**config.mk**
```make
export PLATFORM = sky130hd
export DESIGN_NAME = uart_program_loader
export DESIGN_NICKNAME = d
export VERILOG_FILES = /design/src/rtl/uart_program_loader_pkg.sv /design/src/rtl/uart_program_loader_uart_rx.sv /design/src/rtl/uart_program_loader.sv
export SDC_FILE = /design/constraint.sdc
export NUM_CORES = 1
export LEC_CHECK = 0
export ABC_CLOCK_PERIOD_IN_PS = 3140
export CAP_MARGIN = 5
export CORE_MARGIN = 2
export CORE_UTILIZATION = 55
export CTS_BUF_LIST = sky130_fd_sc_hd__clkbuf_8
export CTS_CLUSTER_SIZE = 8
export DETAILED_ROUTE_END_ITERATION = 12
export PLACE_DENSITY_LB_ADDON = 0.2
export SKIP_LAST_GASP = 1
export SYNTH_ARGS = -nofsm -noshare
export SYNTH_HDL_FRONTEND = slang
export SYNTH_SLANG_ARGS = --single-unit
```
**constraint.sdc**
```tcl
create_clock -name clk -period 3.14 [get_ports clk]
set_clock_uncertainty 0.2 [all_clocks]
set_input_delay 0.785 -clock clk [delete_from_list [all_inputs] [get_ports clk]]
set_output_delay 0.785 -clock clk [all_outputs]
set_load 0.1 [all_outputs]
```
**src/rtl/uart_program_loader_pkg.sv**
```systemverilog
// Shared types for the UART boot loader: FSM state encoding and the IMEM base address.
package uart_program_loader_pkg;

    typedef enum logic [2:0] {
        S_LEN,
        S_DATA,
        S_CSUM,
        S_DONE,
        S_ERR
    } loader_state_t;

    localparam logic [31:0] IMEM_BASE_ADDR = 32'h0;

endpackage

```
**src/rtl/uart_program_loader_uart_rx.sv**
```systemverilog
// 8N1 UART receiver: 2-flop synchronizer, mid-bit sampling, start-bit glitch rejection.
module uart_rx #(
    parameter int CLKS_PER_BIT = 868
) (
    input  logic       clk,
    input  logic       rst,
    input  logic       rx,
    output logic       rx_valid,
    output logic [7:0] rx_byte,
    output logic       rx_ferr
);

    localparam int CNT_W = $clog2(CLKS_PER_BIT);
    localparam int HALF  = CLKS_PER_BIT / 2;

    typedef enum logic [1:0] {R_IDLE, R_START, R_DATA, R_STOP} rx_state_t;

    rx_state_t        state, next_state;
    logic [1:0]       sync;
    logic             rx_s, rx_prev;
    logic [CNT_W-1:0] cnt;
    logic [2:0]       bit_idx;
    logic [7:0]       shift;
    logic             bit_tick, half_tick;

    assign rx_s      = sync[1];
    assign bit_tick  = (cnt == CNT_W'(CLKS_PER_BIT - 1));
    assign half_tick = (cnt == CNT_W'(HALF - 1));

    always_ff @(posedge clk) begin
        if (rst) state <= R_IDLE;
        else     state <= next_state;
    end

    always_comb begin
        next_state = state;
        case (state)
            R_IDLE:  if (rx_prev && !rx_s) next_state = R_START;
            R_START: if (half_tick) next_state = rx_s ? R_IDLE : R_DATA;
            R_DATA:  if (bit_tick && bit_idx == 3'd7) next_state = R_STOP;
            R_STOP:  if (bit_tick) next_state = R_IDLE;
            default: next_state = R_IDLE;
        endcase
    end

    always_ff @(posedge clk) begin
        if (rst) begin
            sync     <= 2'b11;
            rx_prev  <= 1'b1;
            cnt      <= '0;
            bit_idx  <= '0;
            shift    <= '0;
            rx_valid <= 1'b0;
            rx_ferr  <= 1'b0;
            rx_byte  <= '0;
        end else begin
            sync     <= {sync[0], rx};
            rx_prev  <= rx_s;
            rx_valid <= 1'b0;
            rx_ferr  <= 1'b0;
            // Counter restarts at the half-bit point so data samples land mid-bit.
            if (state == R_IDLE || bit_tick || (state == R_START && half_tick))
                cnt <= '0;
            else
                cnt <= cnt + CNT_W'(1);
            if (state == R_IDLE)
                bit_idx <= '0;
            if (state == R_DATA && bit_tick) begin
                shift   <= {rx_s, shift[7:1]};
                bit_idx <= bit_idx + 3'd1;
            end
            if (state == R_STOP && bit_tick) begin
                if (rx_s) begin
                    rx_valid <= 1'b1;
                    rx_byte  <= shift;
                end else begin
                    rx_ferr  <= 1'b1;
                end
            end
        end
    end

endmodule

```
**src/rtl/uart_program_loader.sv**
```systemverilog
// Boot loader: UART image -> IMEM writes, holds the core in reset until loaded.
// Optional trailing checksum byte enabled by defining LOADER_CHECKSUM_EN.
module uart_program_loader
    import uart_program_loader_pkg::*;
#(
    parameter int CLKS_PER_BIT = 868,
    parameter int IMEM_WORDS   = 1024
) (
    input  logic        clk,
    input  logic        rst,
    input  logic        uart_rx,
    output logic        imem_we,
    output logic [31:0] imem_addr,
    output logic [31:0] imem_wdata,
    output logic        core_rst,
    output logic        load_done,
    output logic        load_error
);

    localparam int IDX_W = $clog2(IMEM_WORDS + 1);

`ifdef LOADER_CHECKSUM_EN
    localparam loader_state_t S_AFTER = S_CSUM;
    logic [7:0] sum;
`else
    localparam loader_state_t S_AFTER = S_DONE;
`endif

    loader_state_t    state, next_state;
    logic             rx_valid, rx_ferr;
    logic [7:0]       rx_byte;
    logic [1:0]       byte_cnt;
    logic [IDX_W-1:0] word_idx, n_words;
    logic [31:0]      asm_q, asm_next;
    logic             last_byte;

    uart_rx #(.CLKS_PER_BIT(CLKS_PER_BIT)) u_rx (
        .clk      (clk),
        .rst      (rst),
        .rx       (uart_rx),
        .rx_valid (rx_valid),
        .rx_byte  (rx_byte),
        .rx_ferr  (rx_ferr)
    );

    // Little-endian: the first byte ends up in [7:0] after four shifts.
    assign asm_next  = {rx_byte, asm_q[31:8]};
    assign last_byte = (byte_cnt == 2'd3);

    assign core_rst   = (state != S_DONE);
    assign load_done  = (state == S_DONE);
    assign load_error = (state == S_ERR);

    always_ff @(posedge clk) begin
        if (rst) state <= S_LEN;
        else     state <= next_state;
    end

    always_comb begin
        next_state = state;
        case (state)
            S_LEN: begin
                if (rx_ferr)
                    next_state = S_ERR;
                else if (rx_valid && last_byte) begin
                    if (asm_next == 32'd0)                 next_state = S_AFTER;
                    else if (asm_next > 32'(IMEM_WORDS))   next_state = S_ERR;
                    else                                   next_state = S_DATA;
                end
            end
            S_DATA: begin
                if (rx_ferr)
                    next_state = S_ERR;
                else if (rx_valid && last_byte && (word_idx + IDX_W'(1)) == n_words)
                    next_state = S_AFTER;
            end
            S_CSUM: begin
`ifdef LOADER_CHECKSUM_EN
                if (rx_ferr)
                    next_state = S_ERR;
                else if (rx_valid)
                    next_state = (8'(sum + rx_byte) == 8'h00) ? S_DONE : S_ERR;
`endif
            end
            default: next_state = state;
        endcase
    end

    always_ff @(posedge clk) begin
        if (rst) begin
            byte_cnt   <= '0;
            word_idx   <= '0;
            n_words    <= '0;
            asm_q      <= '0;
            imem_we    <= 1'b0;
            imem_addr  <= '0;
            imem_wdata <= '0;
`ifdef LOADER_CHECKSUM_EN
            sum        <= '0;
`endif
        end else begin
            imem_we <= 1'b0;
            if (rx_valid && (state == S_LEN || state == S_DATA)) begin
                asm_q    <= asm_next;
                byte_cnt <= byte_cnt + 2'd1;
                if (state == S_LEN && last_byte)
                    n_words <= asm_next[IDX_W-1:0];
                if (state == S_DATA) begin
`ifdef LOADER_CHECKSUM_EN
                    sum <= sum + rx_byte;
`endif
                    if (last_byte) begin
                        imem_we    <= 1'b1;
                        imem_addr  <= IMEM_BASE_ADDR + (32'(word_idx) << 2);
                        imem_wdata <= asm_next;
                        word_idx   <= word_idx + IDX_W'(1);
                    end
                end
            end
        end
    end

endmodule

```
==> metrics <==
Period Utilization, post-route=84.2%; H-tree levels=4; detailed-route vias per instance=5.31; RSZ-0062 raised after global routing=false; number of synthesized register bits=roughly 130; required time of the critical path=3.25 ns; tightest hold margin=0.227 ns; routed wire length=11.2 mm; total power=3.23 mW; nature of the critical path startpoint=flop; input/output buffers=49; number of remaining DRC errors=0; initial DRC count=172; final hold vios=0; total count of max-transition violations in the final report=0; vias in the first global route=approximately 4000; Detail Placement HPWL=7.64 mm; Post-Syn Instances=651; clock period minus final worst setup slack=2.65 ns; Layout Cell Area excl Fill=6130 µm²; number of setup violations in the final report=0; standby leakage power=2.25 nW; MaxCap Viol Count=0; Root Driver=sky130_fd_sc_hd__clkbuf_8; initial antenna violation count=0; Slew HR=between 40% and 50%; area post-placement=5720 µm²; cell area power density=between 500 and 600 nW/µm²; CTS hold repair buffers=0; Unique masters post-synth=44; Most used DFF post-synth=sky130_fd_sc_hd__dfxtp_1; share of async-settable or async-resettable flops after synthesis=0%; # IOs=71; Starting Density=57.3%; Final nets=693; Pre-Repair DR Iteration Count=5; wire length of the first global-routing pass=18.5 mm; fraction of final layout cells with drive strength greater than 1=14.1%; number of enable flip-flop cells after synthesis=0; largest fanout of any net on the critical path=9; Antenna Cells=0; synthesized area divided by synthesized cell count=between 8 and 9 µm²; share of the yosys chip area belonging to registers=49.0%; number of gates resized after CTS=0; core area=9330 µm²; post-synth design cell area=5350 µm²; class of the tightest hold or removal check=reg2reg; clock edge transition at the registers on the reported setup and hold paths=0.08 ns; setup tns final=0 ns; weighted congestion reported at the end of routability-driven placement=0.839; CTS tree=yes; worst-case clock buffer depth=2; endpoint class of the critical path=flop; fraction of the core area covered by cells at the end of the flow=65.7%; clock latency reported for the late side of the worst-skew pair=0.44 ns; die extent in y=103 µm; actual transition at the worst max-transition pin=0.837 ns; die span in x=103 µm; status=finished clean; average wire per standard cell=about 14 µm; number of nets still failing antenna checks after routing=0; startpoint-to-endpoint class of the critical path=reg2reg; overall fraction of global-route tracks in use=22.4%; die outline area=10500 µm²; number of buffers inserted to repair setup after CTS=0; final global-route overflow total=0; pin count of the biggest net entering global routing=94; site row count=35; Synth Warn #=0; post-synthesis to final-layout area growth=14.5%; Max rail drop VDD=0.314 mV; total vias in the final route=4390; CP Data Arrival Time=2.76 ns; Inserted Clock Buffers=17; clock tree sinks=131; Max Clk Rate=about 380 MHz
## per-layer routing
metal	global-route usage, %	part of all wire (%)
met3	5.42	4.9
met4	6.97	1.1
met5	0	0
met1	28.0	43
met2	38.2	51
## worst max-delay path, cell delays in order, from the launching register on
cell and delay, ns:
sky130_fd_sc_hd__dfxtp_1 0.42, sky130_fd_sc_hd__ha_1 0.27, sky130_fd_sc_hd__nor4bb_1 0.28, sky130_fd_sc_hd__and4_1 0.38, sky130_fd_sc_hd__nand4_1 0.54, sky130_fd_sc_hd__mux2i_1 0.38
sky130_fd_sc_hd__nor2_1 0.06
## area by class of cell
cell class / count / area (µm²)
Multi-Input combinational cell: 470 / 2470
Fill cell: 803 / 3200
Sequential cell: 131 / 2620
Clock buffer: 17 / 234
Inverter: 9 / 37.5
Timing Repair Buffer: 55 / 428
Tap cell: 129 / 161
Clock inverter: 15 / 174
## synthesized netlist by cell type (5+ instances only)
cell                         n  area [µm²]
sky130_fd_sc_hd__xnor2_1    19         166
sky130_fd_sc_hd__inv_1       9        33.8
sky130_fd_sc_hd__o21ai_0    19        95.1
sky130_fd_sc_hd__nor4_1     12        75.1
sky130_fd_sc_hd__or3_1       6        37.5
sky130_fd_sc_hd__nand3_1     9        45.0
sky130_fd_sc_hd__buf_1       5        18.8
sky130_fd_sc_hd__xor2_1     10        87.6
sky130_fd_sc_hd__mux2i_1    19         190
sky130_fd_sc_hd__clkbuf_1   29         109
sky130_fd_sc_hd__buf_2       5        25.0
sky130_fd_sc_hd__buf_4      21         158
sky130_fd_sc_hd__dfxtp_1   131        2620
sky130_fd_sc_hd__nor3_1     10        50.1
sky130_fd_sc_hd__a21oi_1    88         440
sky130_fd_sc_hd__nand4_1     7        43.8
sky130_fd_sc_hd__nand2_1   161         604
sky130_fd_sc_hd__ha_1        6        75.1
sky130_fd_sc_hd__nor2_1     50         188
## worst paths after layout
check	end	cells past startpoint	startpoint	slack, ns
max	u_rx.rx_byte[6]	6	u_rx.cnt[0]	0.49
min	u_rx.sync[1]	1	u_rx.sync[0]	0.23
max reg2reg	u_rx.rx_byte[6]	6	u_rx.cnt[0]	0.49
min reg2reg	u_rx.sync[1]	1	u_rx.sync[0]	0.23
## registers in the layout, summed over array words and instances (netlist names), 2 cells and up, named ones only
name	cells
word_idx	11
u_rx.cnt	10
u_rx.shift	8
imem_addr	11
u_rx.bit_idx	3
imem_wdata	32
n_words	11
asm_q	24
u_rx.rx_byte	8
byte_cnt	2
state	3
u_rx.sync	2
## per-stage QoR
step,setup slack [ns],cells
5_1_grt,0.297,826
3_5_place_dp,0.580,794
6_report,0.495,826
3_3_place_gp,0.821,794
2_1_floorplan,0.0818,671
4_1_cts,0.470,826
## placed cells by master (no fill, tap or decap), types with 2 or more instances in the layout
cell	count
sky130_fd_sc_hd__a21oi_1	88
sky130_fd_sc_hd__and4b_1	2
sky130_fd_sc_hd__buf_4	53
sky130_fd_sc_hd__bufinv_16	2
sky130_fd_sc_hd__clkbuf_8	17
sky130_fd_sc_hd__clkinv_4	7
sky130_fd_sc_hd__clkinvlp_4	2
sky130_fd_sc_hd__conb_1	21
sky130_fd_sc_hd__dfxtp_1	131
sky130_fd_sc_hd__ha_1	6
sky130_fd_sc_hd__inv_1	8
sky130_fd_sc_hd__inv_6	2
sky130_fd_sc_hd__inv_8	2
sky130_fd_sc_hd__mux2i_1	19
sky130_fd_sc_hd__nand2_1	161
sky130_fd_sc_hd__nand2b_1	2
sky130_fd_sc_hd__nand3_1	9
sky130_fd_sc_hd__nand3_2	2
sky130_fd_sc_hd__nand4_1	7
sky130_fd_sc_hd__nand4b_1	2
sky130_fd_sc_hd__nor2_1	50
sky130_fd_sc_hd__nor3_1	9
sky130_fd_sc_hd__nor3b_1	3
sky130_fd_sc_hd__nor4_1	11
sky130_fd_sc_hd__o21a_1	2
sky130_fd_sc_hd__o21ai_0	19
sky130_fd_sc_hd__or2_2	3
sky130_fd_sc_hd__or3_1	6
sky130_fd_sc_hd__xnor2_1	19
sky130_fd_sc_hd__xor2_1	10
## report_power, final
| part | internal (mW) | leakage (nW) | total, mW | switching (mW) |
|---|---|---|---|---|
| Clock | 0.726 | 0.205 | 1.42 | 0.697 |
| Sequential | 1.66 | 1.06 | 1.67 | 0.00469 |
| Combinational | 0.00774 | 0.990 | 0.144 | 0.136 |
## cell families after synthesis
family                   after synthesis  share of synthesized area, %
multiplexers                          19                          3.56
XOR/XNOR                              29                          4.75
flip-flops                           131                          49.0
AO/OA/AOI/OAI                        117                          11.6
adder cells (fa/ha/maj)                6                          1.40
AND/OR/NAND/NOR                      278                          23.1
buffers and inverters                 70                          6.53
other                                  1                        0.0701
Note: power is estimated with default switching activity, not from simulation.
